==> src/rtl/color_row_scheduler.sv <==
// Spawn-path sequencer: waits for the randomizer to settle after a game tick, screens sampled
// rows against the spawn rules, and presents the accepted row over a valid/ready handshake.
module color_row_scheduler #(
    parameter int SETTLE_CYC = 2,
    parameter int MAX_RETRY  = 3
) (
    input  logic            clk,
    input  logic            rst,
    input  logic            game_tick,
    input  logic            pause,
    input  logic [0:4][2:0] random_color,
    input  logic            row_ready,
    output logic            row_valid,
    output logic [0:4][2:0] row_colors,
    output logic [7:0]      row_count,
    output logic            forced,
    output logic            tick_dropped,
    output logic            busy
);

    typedef enum logic [1:0] {IDLE, SETTLE, CHECK, PRESENT} state_t;

    localparam logic [3:0] SETTLE_INIT = 4'(SETTLE_CYC);
    localparam logic [2:0] RETRY_LIMIT = 3'(MAX_RETRY);

    state_t          state, state_n;
    logic [3:0]      cnt, cnt_n;
    logic [2:0]      retries, retries_n;
    logic            pending, pending_n;
    logic            dropped_n;
    logic [0:4][2:0] cand, prev;
    logic            capture, load_row, force_row, release_row;
    logic            bad_lane, all_equal, cand_bad;

    always_comb begin
        bad_lane  = 1'b0;
        all_equal = 1'b1;
        for (int i = 0; i < 5; i++) begin
            if (cand[i] == 3'b000 || cand[i] == 3'b111)
                bad_lane = 1'b1;
            if (cand[i] != cand[0])
                all_equal = 1'b0;
        end
        cand_bad = bad_lane || all_equal || (cand == prev);
    end

    always_comb begin
        state_n     = state;
        cnt_n       = cnt;
        retries_n   = retries;
        pending_n   = pending;
        dropped_n   = tick_dropped;
        capture     = 1'b0;
        load_row    = 1'b0;
        force_row   = 1'b0;
        release_row = 1'b0;

        // Ticks are recorded whenever the FSM cannot start on them right away, including while paused
        if (game_tick && (state != IDLE || pause)) begin
            if (pending)
                dropped_n = 1'b1;
            else
                pending_n = 1'b1;
        end

        if (!pause) begin
            case (state)
                IDLE: begin
                    if (pending || game_tick) begin
                        state_n   = SETTLE;
                        cnt_n     = SETTLE_INIT;
                        retries_n = 3'd0;
                        // A fresh tick arriving alongside a pending one stays queued
                        pending_n = pending && game_tick;
                    end
                end
                SETTLE: begin
                    if (cnt != 4'd0) begin
                        cnt_n = cnt - 4'd1;
                    end else begin
                        capture = 1'b1;
                        state_n = CHECK;
                    end
                end
                CHECK: begin
                    if (!cand_bad) begin
                        load_row = 1'b1;
                        state_n  = PRESENT;
                    end else if (retries < RETRY_LIMIT) begin
                        retries_n = retries + 3'd1;
                        cnt_n     = 4'd0;
                        state_n   = SETTLE;
                    end else begin
                        load_row  = 1'b1;
                        force_row = 1'b1;
                        state_n   = PRESENT;
                    end
                end
                PRESENT: begin
                    if (row_valid && row_ready) begin
                        release_row = 1'b1;
                        state_n     = IDLE;
                    end
                end
                default: state_n = IDLE;
            endcase
        end
    end

    always_ff @(posedge clk or posedge rst) begin
        if (rst) begin
            state        <= IDLE;
            cnt          <= 4'd0;
            retries      <= 3'd0;
            pending      <= 1'b0;
            tick_dropped <= 1'b0;
        end else begin
            state        <= state_n;
            cnt          <= cnt_n;
            retries      <= retries_n;
            pending      <= pending_n;
            tick_dropped <= dropped_n;
        end
    end

    always_ff @(posedge clk or posedge rst) begin
        if (rst) begin
            cand       <= '0;
            prev       <= '0;
            row_colors <= '0;
            row_valid  <= 1'b0;
            forced     <= 1'b0;
            row_count  <= 8'd0;
        end else begin
            if (capture)
                cand <= random_color;
            if (load_row) begin
                row_colors <= cand;
                prev       <= cand;
                row_valid  <= 1'b1;
                forced     <= force_row;
                row_count  <= row_count + 8'd1;
            end else if (release_row) begin
                row_valid <= 1'b0;
            end
        end
    end

    assign busy = (state != IDLE);

endmodule

==> config.mk <==
export PLATFORM = sky130hd
export DESIGN_NAME = color_row_scheduler
export DESIGN_NICKNAME = d
export VERILOG_FILES = /design/src/rtl/color_row_scheduler.sv
export SDC_FILE = /design/constraint.sdc
export NUM_CORES = 1
export LEC_CHECK = 0
export CAP_MARGIN = 20
export CORE_UTILIZATION = 35
export DETAILED_ROUTE_END_ITERATION = 10
export MAX_ROUTING_LAYER = met4
export SETUP_SLACK_MARGIN = 0.2
export SLEW_MARGIN = 20
export SYNTH_ARGS = -nofsm -noshare
export SYNTH_HDL_FRONTEND = slang
export SYNTH_SLANG_ARGS = --single-unit
==> constraint.sdc <==
create_clock -name clk -period 4.05 [get_ports clk]
set_input_delay 1.0125 -clock clk [delete_from_list [all_inputs] [get_ports clk]]
set_output_delay 1.0125 -clock clk [all_outputs]
set_load 0.1 [all_outputs]
==> impl_metrics.ini, run 1 <==
[critical_path]
crit_type = in2reg
slowest_stage = clkdlybuf4s50_1
cp-start-kind = primary input
cp_data_required_time_ps = 4270
worstPathMaxFanout = 7
max_stage_delay_ps = 520
endpoint_kind = register
crit_chain = clkdlybuf4s50_1 -> a21oi_1 -> nor3b_1 -> a21boi_0 -> mux2i_1
arrival_ps = 3150

[floorplanning]
dieArea_sq_um = 7970
die-height_microns = 89.3
start_util_pct = 36.6
io_pins = 47
std_cell_rows = 31
core_area_sq_um = 7290
dieWidth_microns = 89.3

[yosys]
syn_avg_cell_area_sq_um = 11.5
synth_area_leaders = dfrtp_1, mux2_2, xnor2_1, mux2_4, ha_1
synth_ff_type = dfrtp_1
syn_nets = 260
ys_types = 44
synth-edff-count = 0
syn-instance-count = 232
synth_top_cells_by_count = dfrtp_1, mux2_2, xnor2_1
netlist_area_sq_um = 2670
async_reset_ff_share_pct = 100
ys_ff_latch = 51
yosysTopAreaCell = dfrtp_1
ys_seq_area_share_pct = 47.8
synth_most_common_cell = dfrtp_1
synth_top_area_share_pct = 47.8
yosysWarnings = 0

[clock_network]
clk_pin_slew_ps = 80
cts_buffers = 5
cts_setup_buffers = 0
postCtsHoldBufs = 0
clock_latency_ps = 300
cts_resized = 0
cts-root-buf = clkbuf_8
cts_sinks = 51
cts_tree = yes
h-tree-depth = 2
clk_path_buf_depth = 2

[placed_design]
gp_congestion = 0.759
dp_hpwl_mm = 3.94
io_buffers = 46

[grt]
antenna_found_initial = 0
grt_first_pass_wirelength_mm = 9.08
grt_start_max_net_pins = 52
grt_overflow = 0
first_global_vias = 1890
track_usage_pct = 15.5

[timing]
skew_ps = 5.37
maxSlewHeadroom_pct = 34.5
setup-tns-final_ps = 0
setup_violations = 0
rsz0062_at_grt = false
fin_crit_sh_pct = 72.4
min_period_ps = 2930
drv_slew = 0
fmaxAchievable_ghz = 0.341
worstMarginPinSlew_ps = 979
hold_viol = 0

[detailed_routing]
ant_nets = 0
routed_wl_mm = 5.49
drtIter0Drc = 60
via_count = 1888
wire_per_inst_microns = 14.4
drc = 0
routed_via_density = 4.96
drt_first_pass_iters = 4

[final_layout]
drive_above_1_share_pct = 17.4
syn_to_final_growth_pct = 25.0
register_area_sq_um = 1280
multi_input_area_sq_um = 1320
final_util_pct = 45.7
antenna_cells = 0
filler_cell_count = 722
layout.nets = 309

[flow_run]
maxCapViolCount = 0

[status]
outcome = finished, final reports clean

[worst_hold_path]
hp-class = reg2reg
==> metrics by stage <==
| step | setup WS (ps) | hold WS, ps | cell area (sq um) | std cells |
|---|---|---|---|---|
| CTS | 1100 | 479 | 3330 | 381 |
| detailed placement | 814 | 465 | 3230 | 373 |
| global placement | 853 | 463 | 3230 | 373 |
| global route | 913 | 495 | 3330 | 381 |
| floorplan | 1390 | 478 | 2670 | 232 |
| finish | 1120 | 472 | 3330 | 381 |
==> layout make-up <==
class                      count  share of cell area [%]
clock buffer                   8                    3.00
inverter                       6                   0.713
multi-input combinational    167                    39.6
sequential                    51                    38.3
tap                           99                    3.72
timing repair buffer          50                    14.6
==> routing by layer <==
layer  part of all wire [%]  GRT usage (%)
met2                     50           26.5
met5                      0              -
met1                     45           18.7
met4                   0.86           3.75
met3                    3.5           3.32
==> cell families (layout without fill, tap and decap cells) <==
logic type	count (synthesis)	count (layout)	synth area share (%)
AOI/OAI and AO/OA	29	29	7.74
xor gates and xnor gates	22	22	7.22
adders and majority gates	8	8	3.75
buffers and inverters	14	64	2.81
DFF	51	51	47.8
muxes	35	35	15.8
and+or+nand+nor	73	73	14.9
==> worst max-delay path, delay by kind of cell <==
family	cells	cell delay (ps)
AND/OR/NAND/NOR	1	470
buffers and inverters	1	520
AO/OA/AOI/OAI	2	900
multiplexers	1	250
==> worst paths after layout <==
path,slack [ps],cells past startpoint,from,to
setup / recovery,1120,5,pause,cnt[0]
hold / removal,470,1,row_count[7],row_count[7]
setup reg to reg,1560,7,cand[0],cnt[0]
hold reg to reg,470,1,row_count[7],row_count[7]
max in group asynchronous,2330,2,rst,cand[13]
min in group asynchronous,1190,2,rst,cand[8]
==> sequential cells by signal, summed over array words and instances (netlist names) <==
register	flops
prev	15
row_count	8
cnt	4
tick_dropped	1
pending	1
state	2
row_valid	1
cand	15
forced	1
retries	3
==> layout by cell type, fill, tap and decap left out, types with 2 or more instances in the layout <==
cell type / count
buf_4: 5
clkdlybuf4s50_1: 45
or4_1: 2
ha_1: 8
xnor2_1: 19
nor3_1: 3
a21boi_0: 3
and3_1: 5
o211ai_1: 2
or3_1: 3
nand3_1: 10
nand4_1: 8
nand2b_1: 4
xor2_1: 3
mux2i_1: 3
inv_1: 5
clkbuf_8: 7
a21oi_1: 7
nand2_1: 16
a22o_1: 2
o21ai_0: 7
mux2_2: 24
nor2_1: 11
mux2_4: 8
a21o_1: 2
dfrtp_1: 51
Power of run 1 is not shown: default switching activity piles up to over one toggle a cycle in this logic, so the estimate is an artifact.
==> run 2: changes to the inputs <==
==> constraint.sdc (replaced) <==
create_clock -name clk -period 2.41 [get_ports clk]
set_input_delay 0.6025 -clock clk [delete_from_list [all_inputs] [get_ports clk]]
set_output_delay 0.6025 -clock clk [all_outputs]
set_load 0.1 [all_outputs]
==> impl_metrics.ini, run 2 (same netlist as run 1, synthesis figures left out) <==
[worst_hold_path]
hold_path_end = row_count[7]
hp-start = row_count[7]
holdPathStages = 1
hp-class = reg2reg

[floorplanning]
die-height_microns = 89.3
start_util_pct = 36.6
core_area_sq_um = 7290
dieArea_sq_um = 7970
io_pins = 47
std_cell_rows = 31
dieWidth_microns = 89.3

[critical_path]
cp_data_required_time_ps = 2600
endpoint_kind = register
rr_worst_depth = 7
crit_type = reg2reg
max_stage_delay_ps = 510
slowest_stage = or4_1
r2r-end = prev[0]
arrival_ps = 2390
cp-start-kind = register
worstPathMaxFanout = 11
crit_chain = or4_1 -> mux2i_1 -> and4_4 -> o41ai_4 -> and2_4 -> buf_12 -> mux2_4
path_delay_family = simple AND/OR/NAND/NOR gates
reg2reg_slack_ps = 210
r2r-start = cand[3]
crit_buf_inv = 1

[timing]
min_period_ps = 2200
fmaxAchievable_ghz = 0.455
drv_slew = 0
maxSlewHeadroom_pct = 78.9
skew_ps = 8.91
setup_violations = 0
setup-tns-final_ps = 0
fin_crit_sh_pct = 91.1
rsz0062_at_grt = true
hold_viol = 0
worstMarginPinSlew_ps = 314
whs_ps = 474

[clock_network]
clk_pin_slew_ps = 100
clock_latency_ps = 310
cts_buffers = 5
cts-root-buf = clkbuf_8
clk_path_buf_depth = 2
h-tree-depth = 2
cts_tree = yes
cts_sinks = 51

[flow_run]
maxCapViolCount = 0

[final_layout]
finalInstanceArea_sq_um = 3480
syn_to_final_growth_pct = 30.5
layout_commonest_cell = buf_4
drive_above_1_share_pct = 38.0
stdcell_count = 396
antenna_cells = 0
mostFrequentLayoutCells = buf_4, dfrtp_1, mux2_2
filler_cell_count = 709
top_regs = cand (15), prev (15), row_count (8)
layout.nets = 324

[placed_design]
io_buffers = 46
dp_hpwl_mm = 4.13
placed_area_sq_um = 3330
gp_congestion = 0.754
dp_cells = 385

[grt]
antenna_found_initial = 0
grt_overflow = 0
first_global_vias = 1805
grt_first_pass_wirelength_mm = 9.25
grt_start_max_net_pins = 52
track_usage_pct = 15.8

[detailed_routing]
routed_via_density = 4.93
drt_first_pass_iters = 3
via_count = 1951
ant_nets = 0
drtIter0Drc = 89
drc = 0
wire_per_inst_microns = 14.6
routed_wl_mm = 5.80

[status]
outcome = finished, final reports clean
-- run 2: changes by cell type in the layout (fill, tap and decap cells not counted), moves of 4 or more --
cell	delta
dfrtp_2	+19
buf_4	+35
buf_12	+4
dfrtp_1	-19
clkdlybuf4s50_1	-26
-- run 2: worst max-delay path by stage --
stage / end / slack [ps] / cells past startpoint / start
6_report: prev[0] / 210 / 7 / cand[3]
3_5_place_dp: cnt[0] / 150 / 8 / cand[6]
5_1_grt: prev[2] / 110 / 8 / cand[3]
3_3_place_gp: cnt[0] / 190 / 8 / game_tick
2_1_floorplan: prev[0] / 90 / 8 / prev[2]
4_1_cts: prev[12] / 200 / 7 / cand[7]
-- run 2: layout make-up --
cell class / instances / area, sq um / share of cell area (%)
clock inverters: 2 / 16.3 / 0.467
repair buffers: 65 / 593 / 17.0
well taps: 99 / 124 / 3.56
inverters: 6 / 22.5 / 0.647
clock buffers: 6 / 82.6 / 2.37
flip-flops and latches: 51 / 1300 / 37.3
multi-input cells: 167 / 1340 / 38.6
-- run 2: per-layer routing --
layer,routed length [microns],track usage [%],up-vias
met5,0,-,-
met4,34,3.90,0
met3,202,3.14,5
met2,2800,24.6,32
met1,2760,21.2,956
li1,-,-,958
-- run 2: worst register-to-register path, delay by kind of cell (launching register included) --
kind,cells,cell delay [ps]
and+or+nand+nor,3,960
muxes,2,470
DFF,1,420
buffers and inverters,1,150
AOI/OAI and AO/OA,1,90
-- run 2: metrics by stage --
stage / utilization, % / setup WS (ps)
final: 47.7 / 214
after global routing: 47.7 / 115
after CTS: 47.3 / 201
after detailed placement: 45.7 / 145
after global placement: 45.7 / 194
after floorplan: - / 85.4
-- run 2: repair_timing --
| item | in CTS | in global routing |
|---|---|---|
| endpoints found under the hold margin | 0 | 0 |
| hold buffers | 0 | 0 |
| gates resized for setup | 5 | 6 |
| setup buffers | 1 | 2 |
| endpoints found under the setup margin | 21 | 23 |
| pin swaps | 0 | 1 |
Power of run 2 is left out for the same reason.
==> run 3: changes to the inputs <==
--- a/config.mk
+++ b/config.mk
@@ -8,8 +8,10 @@
 export CAP_MARGIN = 20
 export CORE_UTILIZATION = 35
 export DETAILED_ROUTE_END_ITERATION = 10
+export GPL_TIMING_DRIVEN = 0
 export MAX_ROUTING_LAYER = met4
 export SETUP_SLACK_MARGIN = 0.2
+export SKIP_CTS_REPAIR_TIMING = 1
 export SLEW_MARGIN = 20
 export SYNTH_ARGS = -nofsm -noshare
 export SYNTH_HDL_FRONTEND = slang
==> impl_metrics.ini, run 3 (same netlist as run 1, synthesis figures left out) <==
[status]
outcome = finished, final reports clean

[clock_network]
cts_tree = yes
h-tree-depth = 2
clk_pin_slew_ps = 90
cts_buffers = 5
clock_latency_ps = 300
cts-root-buf = clkbuf_8
cts_sinks = 51
clk_path_buf_depth = 2

[worst_hold_path]
hp-class = reg2reg
hp-start = row_count[7]
holdPathStages = 1
hold_path_end = row_count[7]

[detailed_routing]
routed_wl_mm = 5.83
ant_nets = 0
routed_via_density = 4.99
drtIter0Drc = 76
drt_first_pass_iters = 4
drc = 0
wire_per_inst_microns = 14.7
via_count = 1985

[critical_path]
cp_data_required_time_ps = 2600
reg2reg_slack_ps = 10
r2r-end = prev[6]
cp-start-kind = register
r2r-start = cand[1]
rr_worst_depth = 8
worstPathMaxFanout = 7
arrival_ps = 2590
crit_type = reg2reg
endpoint_kind = register

[grt]
grt_overflow = 0
grt_start_max_net_pins = 31
track_usage_pct = 15.4
first_global_vias = 1905
antenna_found_initial = 0
grt_first_pass_wirelength_mm = 9.05

[final_layout]
syn_to_final_growth_pct = 37.4
multi_input_area_sq_um = 1390
mostFrequentLayoutCells = dfrtp_1, dlymetal6s2s_1, dfrtp_2, mux2_2
finalInstanceArea_sq_um = 3660
filler_cell_count = 698
antenna_cells = 0
register_area_sq_um = 1300
top_regs = cand (15), prev (15), row_count (8)
drive_above_1_share_pct = 31.8
layout_commonest_cell = dfrtp_1
layout.nets = 326

[timing]
whs_ps = 473
skew_ps = 5.64
setup_violations = 0
maxSlewHeadroom_pct = 34.6
fmaxAchievable_ghz = 0.417
rsz0062_at_grt = true
drv_slew = 0
fin_crit_sh_pct = 99.5
min_period_ps = 2400
worstMarginPinSlew_ps = 980
hold_viol = 0

[floorplanning]
std_cell_rows = 31
core_area_sq_um = 7290
io_pins = 47
die-height_microns = 89.3
start_util_pct = 36.6
dieWidth_microns = 89.3
dieArea_sq_um = 7970

[placed_design]
gp_congestion = 0.766
dp_hpwl_mm = 4.17
io_buffers = 46
placed_area_sq_um = 3300

[flow_run]
maxCapViolCount = 0
==> run 3: changes by cell type in the layout (fill, tap and decap cells not counted), moves of 4 or more <==
cell            delta
buf_4             -30
dlymetal6s2s_1    +26
mux2_2             -4
mux2_4             +4
==> run 3: routing by layer <==
metal | part of all wire, % | routed length, microns | vias to the layer above | global-route usage [%]
li1 | - | - | 964 | -
met1 | 44 | 2580 | 980 | 18.6
met2 | 52 | 3020 | 32 | 26.7
met3 | 3.1 | 180 | 9 | 3.05
met4 | 1.0 | 61 | 0 | 3.46
met5 | 0 | 0 | - | -
==> run 3: final cells by class <==
cell class              count  area share (%)
multi-input cells         167            38.0
flip-flops and latches     51            35.5
repair buffers             59            18.2
well taps                  99            3.38
clock buffers               6            1.98
plain buffers               8            1.98
inverters                   6           0.615
clock inverters             2           0.341
==> run 3: stage by stage <==
stage	utilization, %	TNS, ps	instances	worst slack (ps)
floorplan	-	0	232	85.4
global placement	45.0	-36480	377	-647
detailed placement	45.2	-9500	378	-637
CTS	46.4	-7110	386	-510
global route	50.3	-675	398	-58.0
finish	50.3	0	398	10.9
==> run 3: how the worst max path moves through the flow <==
stage,startpoint,end,slack [ps],cells after the start
after global placement,rst,prev[0],-650,2
after floorplan,prev[2],prev[0],90,8
final,cand[1],prev[6],10,8
after detailed placement,pause,cand[10],-640,4
after CTS,state[0],busy,-510,4
after global routing,cand[6],prev[7],-60,8
==> run 3: critical path, cell delays in order (launching register included) <==
cell,delay [ps]
dfrtp_2,460
or4_1,520
mux2i_1,150
and4_4,260
o41ai_4,120
and2_1,200
buf_6,130
clkbuf_16,160
mux2_4,290
Power of run 3 is left out for the same reason.
